`src/rtl/wb_pkg.sv`:
```
// Shared types and widths for the write-back stage: the write/skid entry
// format and the occupancy states of the load tracker and skid buffer.
package wb_pkg;

  localparam int PW = 4;
  localparam int DW = 8;

  typedef struct packed {
    logic          v;
    logic [PW-1:0] a;
    logic [DW-1:0] d;
  } wb_wr_t;

  // Encoding is {ld_pend, sk_v}, so each state bit is one occupancy flag
  typedef enum logic [1:0] {
    EMPTY    = 2'b00,
    LDP      = 2'b10,
    SKID     = 2'b01,
    LDP_SKID = 2'b11
  } wb_state_e;

endpackage

```
`src/rtl/wb_fwd_mux.sv`:
```
// Per-port operand bypass: picks the youngest in-flight write that matches
// the read address, falling back to the register file data.
module wb_fwd_mux
  import wb_pkg::*;
(
  input  wb_wr_t        sk,
  input  wb_wr_t        wr,
  input  logic [PW-1:0] rd_addr,
  input  logic [DW-1:0] rf_dat,
  output logic [DW-1:0] fwd
);

  // The skid entry is always younger than the write register contents
  always_comb begin
    fwd = rf_dat;
    if (sk.v && sk.a == rd_addr)
      fwd = sk.d;
    else if (wr.v && wr.a == rd_addr)
      fwd = wr.d;
  end

endmodule

```
`src/rtl/wb_stage.sv`:
```
// Write-back stage: merges ALU results and one-cycle load returns into the
// register file write port, with a one-entry skid and operand forwarding.
//
// state    | meaning
// ---------+---------------------------------------------------------
// EMPTY    | no load return due, skid empty
// LDP      | load data arrives on mem_rdata this cycle
// SKID     | skid holds an ALU result waiting for the write port
// LDP_SKID | load data arriving and skid occupied
module wb_stage
  import wb_pkg::*;
#(
  parameter int pw = PW,
  parameter int dw = DW
) (
  input  logic          clk,
  input  logic          reset,
  input  logic          alu_valid,
  input  logic [pw-1:0] alu_dst,
  input  logic [dw-1:0] alu_data,
  input  logic          ld_req,
  input  logic [pw-1:0] ld_dst,
  input  logic [dw-1:0] mem_rdata,
  input  logic [pw-1:0] rd_addrA,
  input  logic [pw-1:0] rd_addrB,
  input  logic [dw-1:0] rf_datA,
  input  logic [dw-1:0] rf_datB,
  output logic          rf_wr_en,
  output logic [pw-1:0] rf_wr_addr,
  output logic [dw-1:0] rf_dat_in,
  output logic [dw-1:0] fwdA_out,
  output logic [dw-1:0] fwdB_out,
  output logic          stall
);

  wb_state_e     state_q, state_d;
  logic          ld_pend, sk_v;
  logic [pw-1:0] ld_a;
  logic [pw-1:0] sk_a;
  logic [dw-1:0] sk_dat;
  wb_wr_t        wr_q, wr_nxt, sk_view;
  logic          alu_acc, ld_acc;

  assign stall   = sk_v | (ld_pend & ((rd_addrA == ld_a) | (rd_addrB == ld_a)));
  assign alu_acc = alu_valid & ~stall;
  assign ld_acc  = ld_req & ~stall;

  always_ff @(posedge clk or posedge reset) begin
    if (reset)
      state_q <= EMPTY;
    else
      state_q <= state_d;
  end

  // SKID always drains in one cycle: stall blocks new loads while it is full
  always_comb begin
    state_d = state_q;
    case (state_q)
      EMPTY:    state_d = ld_acc ? LDP : EMPTY;
      LDP: begin
        if (alu_acc)
          state_d = ld_acc ? LDP_SKID : SKID;
        else
          state_d = ld_acc ? LDP : EMPTY;
      end
      SKID:     state_d = EMPTY;
      LDP_SKID: state_d = SKID;
      default:  state_d = EMPTY;
    endcase
  end

  always_comb begin
    ld_pend = 1'b0;
    sk_v    = 1'b0;
    case (state_q)
      LDP:      ld_pend = 1'b1;
      SKID:     sk_v    = 1'b1;
      LDP_SKID: begin
        ld_pend = 1'b1;
        sk_v    = 1'b1;
      end
      default: ;
    endcase
  end

  always_comb begin
    wr_nxt = '0;
    if (ld_pend)
      wr_nxt = '{v: 1'b1, a: ld_a, d: mem_rdata};
    else if (sk_v)
      wr_nxt = '{v: 1'b1, a: sk_a, d: sk_dat};
    else if (alu_acc)
      wr_nxt = '{v: 1'b1, a: alu_dst, d: alu_data};
  end

  always_ff @(posedge clk or posedge reset) begin
    if (reset) begin
      wr_q   <= '0;
      ld_a   <= '0;
      sk_a   <= '0;
      sk_dat <= '0;
    end else begin
      wr_q <= wr_nxt;
      if (ld_acc)
        ld_a <= ld_dst;
      if (ld_pend && alu_acc) begin
        sk_a   <= alu_dst;
        sk_dat <= alu_data;
      end
    end
  end

  assign sk_view    = '{v: sk_v, a: sk_a, d: sk_dat};
  assign rf_wr_en   = wr_q.v;
  assign rf_wr_addr = wr_q.a;
  assign rf_dat_in  = wr_q.d;

  wb_fwd_mux u_fwd_a (
    .sk      (sk_view),
    .wr      (wr_q),
    .rd_addr (rd_addrA),
    .rf_dat  (rf_datA),
    .fwd     (fwdA_out)
  );

  wb_fwd_mux u_fwd_b (
    .sk      (sk_view),
    .wr      (wr_q),
    .rd_addr (rd_addrB),
    .rf_dat  (rf_datB),
    .fwd     (fwdB_out)
  );

endmodule

```
`config.mk`:
```
export PLATFORM = sky130hd
export DESIGN_NAME = wb_stage
export DESIGN_NICKNAME = d
export VERILOG_FILES = /design/src/rtl/wb_pkg.sv /design/src/rtl/wb_fwd_mux.sv /design/src/rtl/wb_stage.sv
export SDC_FILE = /design/constraint.sdc
export NUM_CORES = 1
export LEC_CHECK = 0
export ABC_AREA = 1
export CAP_MARGIN = 40
export CORE_MARGIN = 2
export CORE_UTILIZATION = 48
export CTS_CLUSTER_DIAMETER = 50
export DETAILED_ROUTE_END_ITERATION = 10
export GPL_TIMING_DRIVEN = 0
export PLACE_DENSITY = 0.95
export SLEW_MARGIN = 5
export SYNTH_ARGS = -nofsm -noshare
export SYNTH_HDL_FRONTEND = slang
export SYNTH_SLANG_ARGS = --single-unit
```
`constraint.sdc`:
```
create_clock -name clk -period 2.5 [get_ports clk]
set_input_delay 0.625 -clock clk [delete_from_list [all_inputs] [get_ports clk]]
set_output_delay 0.625 -clock clk [all_outputs]
set_load 0.01 [all_outputs]
```
After elaboration in Yosys (flattened, before gate mapping)
Index checks and enable logic that the tools add are counted.
{"block": "classes", "n_mux": 13, "bitwise": 6, "reduce_logical": 8, "eq_ne": 9}
{"cell": "$mux 13", "n": 3}
{"cell": "$mux 8", "n": 4}
{"cell": "$eq 4x4->1", "n": 6}
{"cell": "$pmux 2 s4", "n": 1}
{"cell": "$mux 2", "n": 3}
{"cell": "$logic_and 1x1->1", "n": 5}
{"cell": "$eq 2x2->1 const B", "n": 2}
{"cell": "$reduce_or 2->1", "n": 2}
{"cell": "$and 1x1->1", "n": 3}
{"cell": "$eq 2x1->1 const B", "n": 1}
{"cell": "$logic_not 2->1", "n": 1}
{"cell": "$mux 1", "n": 2}
{"cell": "$or 1x1->1", "n": 2}
{"cell": "$not 1->1", "n": 1}
{"block": "word_totals", "input_bits": 52, "reg_bits": 31, "wordCells": 43, "output_inout_bits": 30}

Longest topological paths before layout
Gate-level depths: netlist of run 1.
{"block": "logic_depth", "word_depth": 10, "depth_mapped": 11, "depth_no_buf": 11}

Cells and area by module
Synthesis of run 1 repeated with hierarchy kept, for this count alone.
{"block": "hier_totals", "hier_cells": 368, "area_unflattened_um2": 2556.2}
{"mod": "wb_stage", "area_each_um2": 1582.8, "n_inst": 1, "cells_each": 186}
{"mod": "wb_fwd_mux", "area_each_um2": 486.7, "n_inst": 2, "cells_each": 91}

Worst setup path before layout of run 1
Ideal clock, no wire load.
{"block": "synth_path", "kind": "input port to output port", "start": "input rd_addrA[3]", "end": "output fwdA_out[0]", "path_buffers": 1, "cell_stages": 5, "setup_slack_ns": 0.353, "t_arrival_ns": 1.522, "cell_sequence": "xor2_1 > a21oi_1 > nand4_2 > buf_4 > o21ai_0"}
{"block": "synth_via", "elab_chain_len": 4}
{"item": "start, declared", "line": "wb_stage.sv:24", "text": "input logic [pw-1:0] rd_addrA,"}
{"item": "$eq 4x4->1", "line": "wb_fwd_mux.sv:18", "text": "else if (wr.v && wr.a == rd_addr)"}
{"item": "$logic_and 1x1->1", "line": "wb_fwd_mux.sv:18"}
{"item": "$mux 8", "line": "wb_fwd_mux.sv:18"}
{"item": "$mux 8 (*)", "line": "wb_fwd_mux.sv:16", "text": "if (sk.v && sk.a == rd_addr)"}
{"item": "end, declared", "line": "wb_stage.sv:31", "text": "output logic [dw-1:0] fwdA_out,"}
Every way passes the cells marked *; elsewhere a longest branch is shown, timed or not.

Final worst setup path of run 1
{"block": "layout_path", "start": "register wr_q, in the netlist rf_wr_addr[1]", "end": "output fwdA_out[6]"}
{"block": "layout_via", "elab_chain_len": 4}
{"item": "start, declared", "line": "wb_stage.sv:41", "text": "wb_wr_t wr_q, wr_nxt, sk_view;"}
{"item": "start signal, assigned", "line": "wb_stage.sv:103", "text": "wr_q <= wr_nxt;"}
{"item": "$eq 4x4->1", "line": "wb_fwd_mux.sv:18"}
{"item": "$logic_and 1x1->1", "line": "wb_fwd_mux.sv:18"}
{"item": "$mux 8", "line": "wb_fwd_mux.sv:18"}
{"item": "$mux 8", "line": "wb_fwd_mux.sv:16"}
No other way between the ends.

==> results of run 1 <==
power groups by stage:
stage / sequential (W) / clock [W] / combinational [W]
finish: 0.00109 / 0.000391 / 0.00203
CTS: 0.00105 / 0.000388 / 0.00194
floorplan: 0.000983 / 0 / 0.00100
global route: 0.00110 / 0.000413 / 0.00219
global placement: 0.00102 / 0 / 0.00170
detailed placement: 0.00103 / 0 / 0.00175
cells by family (layout without fill, tap and decap cells):
kind of cell / after synthesis / count (layout) / synth area share, %
AOI/OAI and AO/OA: 62 / 62 / 15.2
buffers and inverters: 78 / 186 / 14.3
xor gates and xnor gates: 5 / 5 / 1.99
DFF: 31 / 31 / 35.2
and+or+nand+nor: 151 / 152 / 33.3
per-stage QoR:
step                hold WS [ps]  worst slack [ps]  power (W)
floorplan                    495               353    0.00199
global placement             547              -880    0.00272
detailed placement           550              -914    0.00279
CTS                          565              4.42    0.00337
global route                 617              6.23    0.00370
finish                       585              51.9    0.00350
area by class of cell:
class,count,area (um2)
Buffer,9,60.1
Clock buffer,6,72.6
Clock inverter,2,12.5
Fill cell,316,1040
Inverter,69,268
Multi-Input combinational cell,219,1230
Sequential cell,31,776
Tap cell,52,65.1
Timing Repair Buffer,98,857
Timing Repair inverter,2,8.76
tightest hold or removal path, cell delays in order (launching register included):
cell     delay, ps
dfrtp_1        420
nand2_1         60
o21ai_0         60
state kept, by name (all words and copies together) (netlist names):
register / flops
rf_dat_in: 8
sk_dat: 8
ld_a: 4
rf_wr_addr: 4
sk_a: 4
state_q: 2
rf_wr_en: 1
what timing repair did:
action / CTS / global route
resized for setup: 116 / 22
pin swaps: 7 / 7
gates cloned: 3 / 1
setup buffers: 15 / 0
hold buffers: 0 / 0
endpoints found under the setup margin: 17 / 17
metal layers:
| metal | track usage [%] | vias up |
|---|---|---|
| met4 | 16.6 | 0 |
| met3 | 6.05 | 37 |
| met5 | 0 | - |
| met1 | 38.3 | 1227 |
| met2 | 51.0 | 188 |
| li1 | - | 1281 |
synth_stat cells (3+ instances only):
| cell | instances | share of area [%] |
|---|---|---|
| nand4_1 | 28 | 8.0 |
| xor2_1 | 3 | 1.2 |
| dfrtp_1 | 31 | 35 |
| o21ai_1 | 8 | 1.8 |
| inv_1 | 64 | 11 |
| nand3_1 | 16 | 3.6 |
| nand2_1 | 79 | 13 |
| clkbuf_1 | 5 | 0.85 |
| clkinv_1 | 3 | 0.51 |
| o22ai_1 | 5 | 1.4 |
| o21ai_0 | 19 | 4.3 |
| a21oi_1 | 25 | 5.7 |
| nor2_1 | 17 | 2.9 |
how the worst max path moves through the flow:
stage	end	cells past startpoint	slack (ps)
after floorplan	fwdA_out[0]	5	350
after detailed placement	fwdA_out[0]	8	-910
after global routing	fwdB_out[2]	10	6
final	fwdA_out[6]	8	50
after CTS	fwdA_out[4]	9	4
after global placement	fwdA_out[6]	8	-880
==> flow_metrics.env, run 1 <==
export IMPL_path_cells="inv_1, o22ai_2, a21oi_4, buf_6, nand4_1, nand3_1, o21ai_1, buf_2"
export IMPL_finalCritPeriodShare_pct=97.9
export IMPL_grt_setup_unrepaired="false"
export IMPL_rows=24
export IMPL_internal_power_w=0.00181
export IMPL_path_buf_inv=3
export IMPL_met3_length_um=742
export IMPL_areaGrowthSynthToFinish_pct=52.0
export IMPL_hp_class="register to register"
export IMPL_ios=82
export IMPL_top_layer="met4"
export IMPL_maxSlewHeadroom_pct=68.2
export IMPL_floorplan_initialDensity_pct=50.2
export IMPL_cts_root_buf="clkbuf_8"
export IMPL_crit_path_start="rf_wr_addr[1]"
export IMPL_place_hpwl_um=5280
export IMPL_synth_net_count=379
export IMPL_drc_errors=0
export IMPL_run_status="finished, final reports clean"
export IMPL_h_tree_depth=2
export IMPL_tns_ps=0
export IMPL_netlist_area_um2=2200
export IMPL_vias_per_cell=5.60
export IMPL_grt_max_degree=23
export IMPL_worstHoldStart="sk_dat[1]"
export IMPL_core_area_um2=4380
export IMPL_synth_edf_count=0
export IMPL_dp_cells=461
export IMPL_grt_pass1_wl_um=12400
export IMPL_ys_seq_area_share_pct=35.2
export IMPL_cts_made_buffers=5
export IMPL_worstSetupEndpointType="primary output"
export IMPL_reg2reg_depth=10
export IMPL_critPathMaxStageDelay_ps=470
export IMPL_leakage_nw=1.68
export IMPL_drv_slew=0
export IMPL_wl_per_cell_um=16.0
export IMPL_r2r_slack_ps=890
export IMPL_start_kind="register"
export IMPL_r2r_end="rf_dat_in[5]"
export IMPL_critPathMaxFanout=7
export IMPL_drive_above_1_share_pct=19.7
export IMPL_vias=2733
export IMPL_finalNonFillerCells=488
export IMPL_dieArea_um2=5140
export IMPL_worst_hold_path_endpoint="sk_dat[1]"
export IMPL_cts_tree="built"
export IMPL_yosysUniqueCellTypes=30
export IMPL_final_common_cell="nand2_1"
export IMPL_crit_required_ps=1880
export IMPL_numPortBuffers=81
export IMPL_syn_inst=327
export IMPL_ys_async_sr_fraction_pct=100
export IMPL_postSynthAreaPerCell_um2=6.73
export IMPL_ys_ff_latch=31
export IMPL_fmax_mhz=408
export IMPL_p_per_area_nw_per_um2=1050
export IMPL_period_minus_slack_ps=2450
export IMPL_hold_viol_final=0
export IMPL_p_clk_share_pct=11.2
export IMPL_fin_nets=487
export IMPL_die_height_um=71.7
export IMPL_firstDrtPassIters=5
export IMPL_totalWireLength_um=7810
export IMPL_placed_cell_area_um2=3100
export IMPL_clock_sinks=31
export IMPL_cts_buffer_depth=2
export IMPL_final_setup_viol_count=0
export IMPL_final_util_pct=76.3
export IMPL_final_design_area_no_fill_um2=3350
export IMPL_grt_usage_pct=31.0
export IMPL_switching_power_w=0.00170
export IMPL_synth_flop_cell="dfrtp_1"
export IMPL_seqPwrFrac_pct=31.0
export IMPL_crit_type="register to primary output"
export IMPL_gp_congestion=0.941
export IMPL_p_comb_share_pct=57.9
export IMPL_final_cell_mix="nand2_1 (78), inv_1 (60), clkdlybuf4s50_1 (56)"
export IMPL_overflow=0
export IMPL_timing_rr_start="ld_a[1]"
export IMPL_ir_drop_uv=610
export IMPL_slowest_stage="dfrtp_1"
export IMPL_antenna_found_initial=0
export IMPL_dieWidth_um=71.7
export IMPL_synth_warning_count=0
export IMPL_first_iter_violations=387
export IMPL_tightestPinTransition_ps=478
export IMPL_arrival_ps=1820
export IMPL_path_delay_family="flip-flops"
export IMPL_p_sw_share_pct=48.5
export IMPL_clk_pin_slew_ps=70
export IMPL_clk_latency_ps=290
export IMPL_min_delay_path_depth=2
export IMPL_route_met2_wl_um=3730
export IMPL_grt_pass1_vias=2700
export IMPL_route_antenna_remaining_nets=0
export IMPL_wl_met1_um=3020
export IMPL_drv_cap=0
export IMPL_clock_skew_ps=6.53
export IMPL_n_antenna_cell=0
Power figures use the tool's default switching activity.
==> inputs of run 2 (changes only) <==
==> constraint.sdc (replaced) <==
create_clock -name clk -period 2.85 [get_ports clk]
set_input_delay 0.7125 -clock clk [delete_from_list [all_inputs] [get_ports clk]]
set_output_delay 0.7125 -clock clk [all_outputs]
set_load 0.01 [all_outputs]
==> flow_metrics.env, run 2 (synthesis gave the netlist of run 1 again) <==
export IMPL_run_status="finished, final reports clean"
export IMPL_firstDrtPassIters=5
export IMPL_fillers=318
export IMPL_ir_drop_uv=528
export IMPL_worst_hold_path_endpoint="sk_dat[7]"
export IMPL_finalCritPeriodShare_pct=99.6
export IMPL_critPathMaxFanout=8
export IMPL_numPortBuffers=81
export IMPL_final_setup_viol_count=0
export IMPL_maxSlewHeadroom_pct=68.4
export IMPL_start_kind="input port"
export IMPL_leakage_nw=1.69
export IMPL_totalWireLength_um=7580
export IMPL_drv_slew=0
export IMPL_vias_per_cell=5.58
export IMPL_place_hpwl_um=5280
export IMPL_place_ws_ps=-739
export IMPL_r2r_end="rf_dat_in[5]"
export IMPL_clk_latency_ps=290
export IMPL_h_tree_depth=2
export IMPL_finalWorstSetupSlack_ps=11.6
export IMPL_r2r_slack_ps=1270
export IMPL_vias=2724
export IMPL_clock_skew_ps=6.22
export IMPL_floorplan_initialDensity_pct=50.2
export IMPL_areaGrowthSynthToFinish_pct=52.9
export IMPL_cts_made_buffers=5
export IMPL_n_antenna_cell=0
export IMPL_grt_usage_pct=30.3
export IMPL_cts_buffer_depth=2
export IMPL_drc_errors=0
export IMPL_worstHoldStart="sk_dat[7]"
export IMPL_clock_sinks=31
export IMPL_min_delay_path_depth=2
export IMPL_first_iter_violations=366
export IMPL_fin_nets=487
export IMPL_tightestPinTransition_ps=474
export IMPL_dp_cells=461
export IMPL_worstSetupEndpointType="primary output"
export IMPL_antenna_found_initial=0
export IMPL_crit_required_ps=2140
export IMPL_dieWidth_um=71.7
export IMPL_cts_root_buf="clkbuf_8"
export IMPL_rows=24
export IMPL_crit_type="input port to primary output"
export IMPL_period_minus_slack_ps=2840
export IMPL_dieArea_um2=5140
export IMPL_die_height_um=71.7
export IMPL_gp_congestion=0.941
export IMPL_hp_class="register to register"
export IMPL_cts_tree="built"
export IMPL_drive_above_1_share_pct=17.9
export IMPL_hold_viol_final=0
export IMPL_core_area_um2=4380
export IMPL_reg2reg_depth=10
export IMPL_overflow=0
export IMPL_timing_rr_start="ld_a[1]"
export IMPL_p_per_area_nw_per_um2=901
export IMPL_final_cell_mix="nand2_1 (78), inv_1 (61), clkdlybuf4s50_1 (56)"
export IMPL_final_common_cell="nand2_1"
export IMPL_clk_pin_slew_ps=60
export IMPL_route_antenna_remaining_nets=0
export IMPL_grt_pass1_vias=2633
export IMPL_wl_per_cell_um=15.5
export IMPL_ios=82
export IMPL_grt_pass1_wl_um=12100
export IMPL_finalNonFillerCells=488
export IMPL_grt_max_degree=23
export IMPL_arrival_ps=2130
export IMPL_drv_cap=0
export IMPL_cts_hold_buffers=0
export IMPL_fmax_mhz=352
run 2: routing by layer:
metal	routed length (um)	share of wire, %	vias up	global-route usage, %
met5	0	0	-	0
met4	366	4.8	0	15.5
met3	773	10	40	5.63
met2	3600	48	214	51.0
met1	2840	37	1190	37.1
li1	-	-	1280	-
run 2: cell type report:
class	count	area [um2]	area share, %
Timing Repair inverter	2	8.76	0.260
Clock inverter	2	12.5	0.372
Timing Repair Buffer	98	896	26.6
Buffer	9	56.3	1.67
Sequential cell	31	776	23.0
Inverter	69	264	7.84
Multi-Input combinational cell	219	1210	36.1
Tap cell	52	65.1	1.93
Clock buffer	6	72.6	2.16
run 2: how the worst max path moves through the flow:
stage,start,to,cells after the start
2_1_floorplan,rd_addrA[3],fwdA_out[0],5
3_3_place_gp,rd_addrA[0],fwdA_out[6],8
3_5_place_dp,rd_addrA[0],fwdA_out[0],8
4_1_cts,rd_addrA[1],fwdA_out[0],9
5_1_grt,rd_addrB[1],fwdB_out[4],10
6_report,rd_addrB[1],fwdB_out[1],9
run 2: worst max-delay path, stage by stage:
cell and delay [ps]:
dlygate4sd2_1 270, inv_2 130, o22ai_2 100, a211oi_2 220
nand2_2 150, buf_12 160, nand3_1 60, nand2_1 50
dlygate4sd2_1 270
run 2: timing repair:
| action | 4_1_cts | 5_1_grt |
|---|---|---|
| gates resized for setup | 61 | 35 |
| setup buffers | 14 | 2 |
| cloned | 3 | 0 |
| setup endpoints to repair | 17 | 16 |
| pin swaps | 5 | 4 |
run 2: stage by stage:
stage | util [%] | setup TNS, ps | hold WS (ps) | area (um2) | power [W]
floorplan | - | 0 | 495 | 2200 | 0.00174
detailed placement | 70.8 | -10890 | 550 | 3100 | 0.00244
global placement | 70.2 | -10400 | 547 | 3080 | 0.00239
CTS | 77.4 | 0 | 565 | 3390 | 0.00296
finish | 76.8 | 0 | 576 | 3370 | 0.00303
global route | 76.8 | -136 | 604 | 3370 | 0.00322
run 2: where the power goes:
group	internal (W)	leakage, nW	switching (W)
Combinational	0.000761	1.27	0.000993
Clock	0.000170	0.0412	0.000170
Sequential	0.000650	0.379	0.000288
Total	0.00158	1.69	0.00145
==> inputs of run 3 (changes only) <==
--- a/config.mk
+++ b/config.mk
@@ -8,12 +8,11 @@
 export ABC_AREA = 1
 export CAP_MARGIN = 40
 export CORE_MARGIN = 2
-export CORE_UTILIZATION = 48
+export CORE_UTILIZATION = 44
 export CTS_CLUSTER_DIAMETER = 50
 export DETAILED_ROUTE_END_ITERATION = 10
 export GPL_TIMING_DRIVEN = 0
-export PLACE_DENSITY = 0.95
-export SLEW_MARGIN = 5
+export PLACE_DENSITY = 0.9
 export SYNTH_ARGS = -nofsm -noshare
 export SYNTH_HDL_FRONTEND = slang
 export SYNTH_SLANG_ARGS = --single-unit
==> flow_metrics.env, run 3 (synthesis gave the netlist of run 1 again) <==
export IMPL_ir_drop_uv=513
export IMPL_grt_pass1_wl_um=11800
export IMPL_run_status="complete, but fails checks"
export IMPL_period_minus_slack_ps=2860
export IMPL_grt_usage_pct=27.8
export IMPL_firstDrtPassIters=5
export IMPL_p_per_area_nw_per_um2=894
export IMPL_grtUsageMet3_pct=5.49
export IMPL_grt_setup_unrepaired="true"
export IMPL_hp_class="register to register"
export IMPL_final_setup_viol_count=1
export IMPL_overflow=0
export IMPL_cts_root_buf="clkbuf_8"
export IMPL_numPortBuffers=81
export IMPL_arrival_ps=2150
export IMPL_grtUsageMet2_pct=46.5
export IMPL_antenna_found_initial=0
export IMPL_core_area_um2=4790
export IMPL_clk_pin_slew_ps=70
export IMPL_grt_max_degree=22
export IMPL_fmax_mhz=349
export IMPL_final_cell_mix="nand2_1 (78), inv_1 (61), clkdlybuf4s50_1 (56)"
export IMPL_place_hpwl_um=5160
export IMPL_h_tree_depth=2
export IMPL_grtUsageMet1_pct=34.2
export IMPL_tightestPinTransition_ps=502
export IMPL_die_height_um=74.7
export IMPL_crit_required_ps=2140
export IMPL_fin_nets=482
export IMPL_p_total_w=0.00300
export IMPL_clock_skew_ps=6.91
export IMPL_clock_sinks=31
export IMPL_critPathMaxFanout=4
export IMPL_n_antenna_cell=0
export IMPL_final_common_cell="nand2_1"
export IMPL_vias_per_cell=5.48
export IMPL_busiest_layer="met2"
export IMPL_finalWorstSetupSlack_ps=-12.1
export IMPL_drv_slew=0
export IMPL_final_design_area_no_fill_um2=3350
export IMPL_drive_above_1_share_pct=14.4
export IMPL_start_kind="input port"
export IMPL_tns_ps=-12.1
export IMPL_dieArea_um2=5580
export IMPL_vias=2731
export IMPL_floorplan_initialDensity_pct=46.0
export IMPL_placed_cell_area_um2=3120
export IMPL_place_ws_ps=-669
export IMPL_clk_latency_ps=280
export IMPL_drc_errors=0
export IMPL_dieWidth_um=74.7
export IMPL_maxSlewHeadroom_pct=66.5
export IMPL_worstSetupEndpointType="primary output"
export IMPL_totalWireLength_um=7620
export IMPL_cts_hold_buffers=0
export IMPL_cts_buffer_depth=2
export IMPL_finalCritPeriodShare_pct=100
export IMPL_drv_cap=0
export IMPL_rows=25
export IMPL_crit_type="input port to primary output"
export IMPL_leakage_nw=1.67
export IMPL_wl_per_cell_um=15.3
export IMPL_ios=82
export IMPL_first_iter_violations=336
export IMPL_route_antenna_remaining_nets=0
export IMPL_cts_made_buffers=5
export IMPL_hold_viol_final=0
export IMPL_failed_checks="setup timing"
export IMPL_grt_pass1_vias=2601
export IMPL_gp_congestion=0.903
export IMPL_areaGrowthSynthToFinish_pct=52.3
export IMPL_cts_tree="built"
-- run 3: changes by cell type in the layout (fill, tap and decap cells not counted), moves of 2 or more --
cell and change:
clkbuf_2 -4, buf_2 -3, buf_6 +2, clkdlybuf4s15_2 -3, dlygate4sd2_1 +6, buf_4 -6, clkdlybuf4s15_1 +3
-- run 3: worst paths after layout --
check	endpoint	slack, ps	start	cells past startpoint
setup reg to reg	rf_dat_in[6]	1290	ld_a[2]	10
max in group asynchronous	rf_dat_in[5]	1620	reset	3
hold reg to reg	sk_dat[4]	570	sk_dat[4]	2
setup / recovery	fwdA_out[1]	-10	rd_addrA[3]	9
min in group asynchronous	sk_dat[5]	760	reset	2
hold / removal	sk_dat[4]	570	sk_dat[4]	2
-- run 3: worst max-delay path, stage by stage --
cell,delay (ps)
dlygate4sd2_1,320
inv_1,120
o21ai_4,210
nor2_4,70
buf_4,170
nand4_1,90
nand3_1,100
o21ai_1,110
clkdlybuf4s15_1,260
-- run 3: stage by stage --
step,utilization (%),hold WS (ps),std cells
finish,70.0,565,498
detailed placement,65.3,545,476
global route,70.0,588,498
global placement,64.7,541,475
CTS,69.6,561,495
floorplan,-,495,327
-- run 3: routing by layer --
layer	share of wire, %	wire, um
met4	4.3	328
met3	9.6	731
met5	0	0
met1	39	3000
met2	47	3560
-- run 3: power by group --
group	switching, W	total [W]	internal [W]
Combinational	0.000990	0.00173	0.000739
Sequential	0.000288	0.000937	0.000650
Clock	0.000161	0.000331	0.000170
-- run 3: area by class of cell --
cell class / instances / area (um2)
plain buffers: 9 / 60.1
clock buffers: 6 / 72.6
clock inverters: 2 / 12.5
fillers: 350 / 1430
inverters: 69 / 264
multi-input cells: 219 / 1200
flip-flops and latches: 31 / 776
well taps: 67 / 83.8
repair buffers: 93 / 872
repair inverters: 2 / 7.51
-- run 3: timing repair --
action | CTS | global route
pin swaps | 5 | 5
gates cloned | 3 | 0
setup buffers | 8 | 3
setup endpoints to repair | 17 | 17
resized for setup | 44 | 33
